--- src/rtl/serial_adder.sv ---
// serial_adder: bit-serial ripple adder built around one full-adder slice.
// Operands are captured on an accepted start and added LSB-first, one bit per
// clock, with the carry held in a flip-flop between bits. The sum is assembled
// in a right-shifting register and published to s/co only at completion.
//
// Ports:
//   clk    rising-edge clock
//   rst    synchronous active-high reset
//   start  request; sampled only while not busy
//   a, b   WIDTH-bit operands, captured on accepted start
//   ci     carry-in, captured on accepted start
//   busy   high while bits are being added (registered)
//   done   one-cycle pulse when s/co hold a new result (registered)
//   s      WIDTH-bit sum, held until the next completion
//   co     final carry-out, held until the next completion
module serial_adder #(
    parameter int unsigned WIDTH = 8
) (
    input  logic             clk,
    input  logic             rst,
    input  logic             start,
    input  logic [WIDTH-1:0] a,
    input  logic [WIDTH-1:0] b,
    input  logic             ci,
    output logic             busy,
    output logic             done,
    output logic [WIDTH-1:0] s,
    output logic             co
);

    localparam int unsigned CNT_W = $clog2(WIDTH);
    localparam logic [CNT_W-1:0] LAST_BIT = CNT_W'(WIDTH - 1);

    typedef enum logic [1:0] {
        IDLE = 2'd0,
        ADD  = 2'd1,
        DONE = 2'd2
    } state_t;

    state_t           state_q;
    logic [WIDTH-1:0] ra_q;
    logic [WIDTH-1:0] rb_q;
    logic [WIDTH-1:0] sum_q;
    logic             carry_q;
    logic [CNT_W-1:0] cnt_q;
    logic             busy_q;
    logic             done_q;
    logic [WIDTH-1:0] s_q;
    logic             co_q;

    logic             fs_c;
    logic             fc_c;
    logic [WIDTH-1:0] sum_d;

    // Single full-adder slice on the current LSBs and the stored carry.
    assign fs_c  = ra_q[0] ^ rb_q[0] ^ carry_q;
    assign fc_c  = (ra_q[0] & rb_q[0]) | (ra_q[0] & carry_q) | (rb_q[0] & carry_q);
    // New sum bit enters at the MSB so the LSB ends up at bit 0 after WIDTH shifts.
    assign sum_d = {fs_c, sum_q[WIDTH-1:1]};

    // Control FSM and datapath; busy/done are registered from the next state.
    always_ff @(posedge clk) begin
        if (rst) begin
            state_q <= IDLE;
            ra_q    <= '0;
            rb_q    <= '0;
            sum_q   <= '0;
            carry_q <= 1'b0;
            cnt_q   <= '0;
            busy_q  <= 1'b0;
            done_q  <= 1'b0;
            s_q     <= '0;
            co_q    <= 1'b0;
        end else begin
            case (state_q)
                IDLE, DONE: begin
                    if (start) begin
                        ra_q    <= a;
                        rb_q    <= b;
                        carry_q <= ci;
                        sum_q   <= '0;
                        cnt_q   <= '0;
                        state_q <= ADD;
                        busy_q  <= 1'b1;
                        done_q  <= 1'b0;
                    end else begin
                        state_q <= IDLE;
                        busy_q  <= 1'b0;
                        done_q  <= 1'b0;
                    end
                end
                ADD: begin
                    sum_q   <= sum_d;
                    ra_q    <= ra_q >> 1;
                    rb_q    <= rb_q >> 1;
                    carry_q <= fc_c;
                    if (cnt_q == LAST_BIT) begin
                        // Last bit: publish the whole result on this edge only.
                        s_q     <= sum_d;
                        co_q    <= fc_c;
                        cnt_q   <= '0;
                        state_q <= DONE;
                        busy_q  <= 1'b0;
                        done_q  <= 1'b1;
                    end else begin
                        cnt_q   <= cnt_q + CNT_W'(1);
                        state_q <= ADD;
                        busy_q  <= 1'b1;
                        done_q  <= 1'b0;
                    end
                end
                default: begin
                    state_q <= IDLE;
                    busy_q  <= 1'b0;
                    done_q  <= 1'b0;
                end
            endcase
        end
    end

    assign busy = busy_q;
    assign done = done_q;
    assign s    = s_q;
    assign co   = co_q;

endmodule

--- config.mk ---
export PLATFORM = sky130hd
export DESIGN_NAME = serial_adder
export DESIGN_NICKNAME = d
export VERILOG_FILES = /design/src/rtl/serial_adder.sv
export SDC_FILE = /design/constraint.sdc
export NUM_CORES = 1
export LEC_CHECK = 0
export ABC_AREA = 1
export CELL_PAD_IN_SITES_DETAIL_PLACEMENT = 0
export CELL_PAD_IN_SITES_GLOBAL_PLACEMENT = 1
export CORE_MARGIN = 2
export CORE_UTILIZATION = 40
export DETAILED_ROUTE_END_ITERATION = 6
export PLACE_DENSITY = 0.8
export SLEW_MARGIN = 20
export SYNTH_ARGS = -nofsm -noshare
export SYNTH_HDL_FRONTEND = slang
export SYNTH_SLANG_ARGS = --single-unit
--- constraint.sdc ---
create_clock -name clk -period 2.7 [get_ports clk]
set_input_delay 0.81 -clock clk [delete_from_list [all_inputs] [get_ports clk]]
set_output_delay 0.81 -clock clk [all_outputs]
set_load 0.02 [all_outputs]
; Yosys cells after proc, flatten, opt, wreduce, memory -nomap -nowiden
; Index checks and enable logic that the tools add are counted.
; W data, S select, Z words.
[word_totals]
register_bits = 41
wordCells = 47
[classes]
eq_ne = 4
addsub = 1
bitwise = 8
reduce_logical = 6
muxes = 18
[ops]
columns = operator, n
row1 = $pmux W8 S2, 3
row2 = $mux W8, 3
row3 = $mux W3, 2
row4 = $pmux W3 S2, 1
row5 = $mux W1, 5
row6 = $pmux W1 S2, 2
row7 = $pmux W2 S2, 1
row8 = $reduce_and A2 Y1, 2
row9 = $reduce_or A2 Y1, 2
row10 = $add A3 B1 Y3 const B, 1
row11 = $and A1 B1 Y1, 3
row12 = $eq A3 B3 Y1 const B, 1
row13 = $eq A2 B1 Y1 const B, 1
row14 = $eq A2 B2 Y1 const B, 1
row15 = $logic_not A2 Y1, 1
row16 = $mux W2, 1
row17 = $ne A2 B2 Y1 const B, 1
row18 = $or A1 B1 Y1, 2
row19 = $reduce_bool A2 Y1, 1
row20 = $xor A1 B1 Y1, 2
row21 = $not A1 Y1, 1

; Depth between registers and ports, before layout
; Gate-level depths: netlist (run 1).
[depth]
depth_word = 4
ltp_mapped = 7
depth_no_buf = 6

; Worst setup path after synthesis (run 1)
; Ideal clock, no wire load.
[synth_timing]
path_kind = input to register
from = input rst
to = register co_q (netlist: co)
arrival_time_ns = 1.334
n_path_buf = 1
setup_slack_ns = 1.308
t_required_ns = 2.641
stages = 4
path_cell_list = inv_2 > clkbuf_1 > nand3_1 > nand2_1
[synth_rtl]
columns = element, line
row1 = "start, declared", 20  ; input logic rst,
row2 = "end signal, assigned", 73  ; co_q <= 1'b0;
row3 = "end signal, assigned", 100  ; co_q <= fc_c;
row4 = "end, declared", 49  ; logic co_q;

==> results of run 1 <==
[stage by stage]
step                      setup WS, ns  utilization  hold WS, ns  power [mW]
after floorplan                   1.31            -        0.439       0.775
final                            0.639        0.512        0.471        1.39
after global routing             0.580        0.512        0.486        1.46
after global placement           0.641        0.481        0.460       0.821
after CTS                        0.625        0.512        0.475        1.41
after detailed placement         0.623        0.481        0.459       0.821
[layout by cell type (no fill, tap or decap), types with 2 or more instances in the layout]
cell type        instances
a21oi_1                 11
dfxtp_1                 39
nand3_1                 46
clkdlybuf4s50_1         30
nor2_1                  33
ha_1                     2
nand3b_1                 3
nand2_1                 61
buf_4                    3
inv_2                    3
inv_1                   32
nand2_4                  2
nand3_2                  2
clkbuf_8                 5
bufinv_16                2
[kinds of logic after synthesis]
group / count (synthesis) / synth area share
AOI/OAI and AO/OA: 14 / 0.0421
buffers and inverters: 50 / 0.136
adders and majority gates: 3 / 0.0248
and+or+nand+nor: 149 / 0.367
DFF: 39 / 0.430
[worst max-delay path by stage]
stage,to,cells after the start,startpoint,slack [ns]
after floorplan,co,4,rst,1.31
after global placement,state_q[0],4,start,0.64
after detailed placement,state_q[0],4,start,0.62
after CTS,busy,1,state_q[0],0.63
after global routing,busy,1,state_q[0],0.58
final,busy,1,state_q[0],0.64
[sequential cells by signal, summed over array words and instances, names as in the netlist]
name and cells:
sum_q 7, state_q 2, s 8, done 1
carry_q 1, co 1, cnt_q 3, rb_q 8
ra_q 8
[power by group through the flow]
stage	clock network [mW]	logic (mW)	registers (mW)
global route	0.620	0.223	0.620
floorplan	0	0.145	0.629
CTS	0.601	0.192	0.617
detailed placement	0	0.191	0.630
global placement	0	0.191	0.630
finish	0.584	0.192	0.616
[synthesized netlist by cell type]
| library cell | instances | area, µm² |
|---|---|---|
| buf_4 | 4 | 30.0 |
| inv_1 | 32 | 120 |
| buf_2 | 3 | 15.0 |
| inv_4 | 1 | 6.26 |
| nand2_2 | 1 | 6.26 |
| clkbuf_1 | 2 | 7.51 |
| o21ai_1 | 1 | 5.00 |
| nand2_4 | 2 | 22.5 |
| nand2_1 | 61 | 229 |
| inv_2 | 3 | 11.3 |
| nor2_1 | 33 | 124 |
| dfxtp_1 | 39 | 781 |
| nand3b_1 | 3 | 22.5 |
| nor2_4 | 1 | 11.3 |
| a21oi_1 | 11 | 55.1 |
| nand3_2 | 2 | 20.0 |
| ha_1 | 2 | 25.0 |
| o21a_1 | 1 | 7.51 |
| buf_6 | 5 | 56.3 |
| nand3_1 | 46 | 230 |
| a21oi_2 | 1 | 8.76 |
| fa_1 | 1 | 20.0 |
[per-layer routing]
layer | vias to the layer above | wire [µm]
met4 | 0 | 36
met3 | 4 | 117
met5 | - | 0
met1 | 724 | 1850
li1 | 838 | -
met2 | 24 | 1780
[layout make-up]
| cell class | count | area share |
|---|---|---|
| clock buffer | 5 | 0.0309 |
| inverter | 36 | 0.0617 |
| multi-input combinational | 166 | 0.353 |
| tap | 52 | 0.0292 |
| sequential | 39 | 0.350 |
| clock inverter | 3 | 0.0303 |
| timing repair buffer | 33 | 0.145 |
==> summary.txt, run 1 <==
Critical path
  • Slowest library cell on the worst path: clkdlybuf4s50_1
  • CP top delay family: buffers and inverters
  • WP data arrival: 1.25 ns
  • R2R setup slack: 1.22 ns
  • Bufs and invs on worst path: 1
  • Startpoint class of the critical path: flop
  • CP Class: flop to output port
  • CP max FO: 2
  • CP endpoint kind: output port
  • R2R depth: 5
  • FF-to-FF Start: state_q[0]
  • Worst R2R End: state_q[0]
  • Crit-path max cell delay: 0.60 ns
  • Worst Path Required: 1.89 ns
  • Worst-path cell chain: clkdlybuf4s50_1

Global routing
  • M1 GR Usage: 0.217
  • First-pass GRT wire length: 6710 µm
  • GRT met3 Usage: 0.0380
  • Vias in the first global route: 1520
  • GRT Total Usage: 0.163
  • GR Overflow Total: 0
  • Pin count of the biggest net entering global routing: 43
  • Gr busiest metal: met2
  • Antenna violations before repair: 0
  • Met2 Track Usage GR: 0.261

Run status
  • Outcome: completed

Floorplan
  • Die area: 0.00509 mm²
  • Core area: 0.00435 mm²
  • Die width: 71.3 µm
  • Row Count: 24
  • Die height: 71.3 µm
  • Io pins: 31
  • Initial Util: 0.417

STA
  • Final setup vio count: 0
  • Minimum clock period: 2.06 ns
  • Max Freq: 485 MHz
  • Setup repair after global routing missed its margin: no
  • Fin Clk Skew: 0.00852 ns
  • Setup_tns: 0 ns
  • Slew HR: 0.711
  • Slew Limit Fails: 0
  • Fin crit share: 0.763
  • Final hold vios: 0
  • Worst-Margin Slew: 0.433 ns

Clocking
  • Hold Buf Count CTS: 0
  • Clock Tree Buf Depth: 2
  • CTS Buf Count: 5
  • H-tree depth: 2
  • Root Buffer: clkbuf_8
  • Post_cts resized: 0
  • Worst-Skew Late Latency: 0.29 ns
  • Worst-path clk slew: 0.09 ns
  • CTS tree: built
  • Post-CTS Setup Bufs: 0
  • Clock sink count: 39

Synth
  • Mean Syn Cell Area: 7.11 µm²
  • Mapped cell area: 0.00181 mm²
  • Distinct cells, synth: 22
  • Synth Instances: 255
  • Syn Nets: 278
  • Yosys warning total: 0
  • Seq/Total Area, Yosys: 0.430
  • Synth Register Bits: 39

Cells and area
  • Synthesis-to-layout area growth: 22.9%
  • Layout cells sized above 1: 0.0780
  • Storage cell area: 781 µm²
  • Finished Cell Area: 0.00223 mm²
  • NumNets Final: 304
  • # diodes: 0
  • Fin cells: 334
  • Multi-input logic area: 787 µm²
  • # fillers: 432

Route
  • Wire length per cell: 11.3 µm
  • DR iter-0 viols: 100
  • Average via count per standard cell: 4.76
  • Final ANT Viol Nets: 0
  • TritonRoute pass-1 iters: 4
  • Final WL: 3780 µm
  • Vias: 1590
  • # DRC: 0

Min path
  • Hold Crit Class: flop to flop
  • Critical hold path startpoint: co
  • Hold Crit Depth: 2
  • WHS Endpoint: co

Power
  • Clk network pwr share: 0.420
  • Sequential share of power: 0.443
  • Sw Ratio: 0.243
  • Combinational share of power: 0.138
  • IR drop worst, VDD: 0.429 mV
  • Pint: 1.05 mW
  • Switching pwr: 338 µW
  • Lkg Pwr: 1.05 nW
  • Power density over cell area: 625 mW/mm²

Place
  • Placed insts: 326
  • Gpl congestion: 0.706
  • Post-DP HPWL: 2330 µm
  • Post-Place Cell Area: 0.00209 mm²
  • PortBufs: 30

Flow run
  • MaxCap Viol Count: 0
(Power assumes the default switching activity.)
==> inputs of run 2 (changes only) <==
--- a/config.mk
+++ b/config.mk
@@ -9,9 +9,9 @@
 export CELL_PAD_IN_SITES_DETAIL_PLACEMENT = 0
 export CELL_PAD_IN_SITES_GLOBAL_PLACEMENT = 1
 export CORE_MARGIN = 2
-export CORE_UTILIZATION = 40
+export CORE_UTILIZATION = 37
 export DETAILED_ROUTE_END_ITERATION = 6
-export PLACE_DENSITY = 0.8
+export PLACE_DENSITY = 0.75
 export SLEW_MARGIN = 20
 export SYNTH_ARGS = -nofsm -noshare
 export SYNTH_HDL_FRONTEND = slang
==> constraint.sdc (replaced) <==
create_clock -name clk -period 2 [get_ports clk]
set_input_delay 0.6 -clock clk [delete_from_list [all_inputs] [get_ports clk]]
set_output_delay 0.6 -clock clk [all_outputs]
set_load 0.02 [all_outputs]
==> summary.txt, run 2 (synthesized netlist as in run 1, its figures left out) <==
Critical path
  • Startpoint class of the critical path: flop
  • CP endpoint kind: output port
  • CP top delay family: buffers and inverters
  • Slowest library cell on the worst path: clkdlybuf4s50_1
  • CP max FO: 2 (unchanged)
  • WP data arrival: 1.23 ns (-0.02 ns)
  • CP Class: flop to output port
  • Worst-path cell chain: clkdlybuf4s50_1
  • Bufs and invs on worst path: 1 (unchanged)
  • Crit-path max cell delay: 0.60 ns (about the same)
  • Worst Path Required: 1.40 ns (-0.49 ns)

Power
  • Switching pwr: 438 µW (+30%)
  • Pint: 1.26 mW (+19%)
  • Sw Ratio: 0.259 (+0.0159)
  • Lkg Pwr: 1.07 nW (+1.5%)
  • Clk network pwr share: 0.346 (-0.074)
  • Sequential share of power: 0.492 (+0.049)
  • Total power: 1.69 mW (+22%)
  • Power density over cell area: 745 mW/mm² (+19%)
  • IR drop worst, VDD: 0.329 mV (-23%)
  • Combinational share of power: 0.162 (+0.024)

Clocking
  • Hold Buf Count CTS: 0 (unchanged)
  • Clock Tree Buf Depth: 2 (unchanged)
  • H-tree depth: 2 (unchanged)
  • Worst-path clk slew: 0.07 ns (-0.02 ns)
  • Post-CTS Setup Bufs: 0 (unchanged)
  • Post_cts resized: 0 (unchanged)
  • Clock sink count: 39 (unchanged)
  • CTS Buf Count: 5 (unchanged)
  • CTS tree: built
  • Worst-Skew Late Latency: 0.29 ns (about the same)
  • Root Buffer: clkbuf_8

Run status
  • Outcome: completed

STA
  • Max Freq: 547 MHz
  • Final setup vio count: 0 (unchanged)
  • Fin Clk Skew: 0.00485 ns (-0.00367 ns)
  • Hold Slack: 0.470 ns (-0.00124 ns)
  • Minimum clock period: 1.83 ns
  • Setup repair after global routing missed its margin: no
  • Final setup margin: 0.172 ns (-0.467 ns)
  • Slew Limit Fails: 0 (unchanged)
  • Final hold vios: 0 (unchanged)
  • Slew HR: 0.772 (+0.0605)
  • Fin crit share: 0.914
  • Worst-Margin Slew: 0.342 ns (-0.0911 ns)
  • Setup_tns: 0 ns (unchanged)

Global routing
  • Antenna violations before repair: 0 (unchanged)
  • Gr busiest metal: met2
  • M1 GR Usage: 0.207 (-0.00993)
  • Vias in the first global route: 1544 (+1.6%)
  • First-pass GRT wire length: 6760 µm (+0.63%)
  • Met2 Track Usage GR: 0.253 (-0.00834)
  • GRT Total Usage: 0.159 (-0.00455)
  • GRT met3 Usage: 0.0379 (about the same)
  • GR Overflow Total: 0 (unchanged)
  • Pin count of the biggest net entering global routing: 31 (-28%)

Place
  • Gpl congestion: 0.717 (+1.4%)
  • PortBufs: 30 (unchanged)
  • Pre-CTS setup slack: 0.276 ns (-0.347 ns)
  • Post-DP HPWL: 2590 µm (+11%)

Floorplan
  • Initial Util: 0.384 (-0.0326)
  • Row Count: 25 (+4.2%)
  • Die height: 74.0 µm (+3.8%)
  • Die area: 0.00548 mm² (+7.7%)
  • Io pins: 31 (unchanged)
  • Core area: 0.00472 mm² (+8.5%)
  • Die width: 74.0 µm (+3.8%)

Route
  • # DRC: 0 (unchanged)
  • Final WL: 3810 µm (+0.79%)
  • TritonRoute pass-1 iters: 4 (unchanged)
  • DR iter-0 viols: 65 (-35%)
  • Final ANT Viol Nets: 0 (unchanged)
  • Vias: 1597 (+0.44%)
  • Average via count per standard cell: 4.54 (-4.7%)
  • Wire length per cell: 10.8 µm (-4.4%)

Cells and area
  • NumNets Final: 307 (+0.99%)
  • # fillers: 483 (+12%)
  • Synthesis-to-layout area growth: 25.2%
  • Commonest non-fill, non-tap cells in the layout: nand2_1, nand3_1, dfxtp_1
  • Fin util: 0.481 (-0.0310)
  • Layout cells sized above 1: 0.0842 (+0.00620)
  • # diodes: 0 (unchanged)
  • Commonest non-fill, non-tap cell in the layout: nand2_1

Min path
  • Hold Crit Class: flop to flop

Flow run
  • MaxCap Viol Count: 0 (unchanged)
[run 2: cell types whose count changed in the layout (fill, tap and decap cells not counted), sizes merged]
cell and change:
buf +3, clkbuf +3, bufinv -2, clkinvlp -1
[run 2: stage by stage]
stage	instance area (µm²)	cells
after floorplan	1810	255
after global placement	2170	344
after detailed placement	2170	344
after CTS	2270	352
after global routing	2270	352
final	2270	352
[run 2: area by class of cell]
cell class | instances | area (µm²) | share of cell area
inverters | 36 | 138 | 0.0606
flip-flops and latches | 39 | 781 | 0.344
well taps | 67 | 83.8 | 0.0369
repair buffers | 36 | 383 | 0.169
multi-input cells | 166 | 787 | 0.346
clock buffers | 8 | 100 | 0.0441
[run 2: power groups by stage]
stage	sequential, mW	clock (mW)	combinational [mW]
detailed placement	0.851	0	0.277
finish	0.833	0.586	0.275
global placement	0.851	0	0.279
floorplan	0.849	0	0.196
global route	0.837	0.635	0.320
CTS	0.833	0.600	0.279
[run 2: path summary, 6_finish.rpt]
| check | from | end | slack [ns] | cells after the start |
|---|---|---|---|---|
| worst max-delay path | s[1] | s[1] | 0.17 | 1 |
| worst max register to register | state_q[0] | s[6] | 0.58 | 6 |
| worst min-delay path | s[0] | s[0] | 0.47 | 2 |
| worst min register to register | s[0] | s[0] | 0.47 | 2 |
[run 2: metal layers]
metal,wire [µm],vias up
li1,-,842
met3,184,4
met2,1750,32
met1,1830,719
met5,0,-
met4,40,0
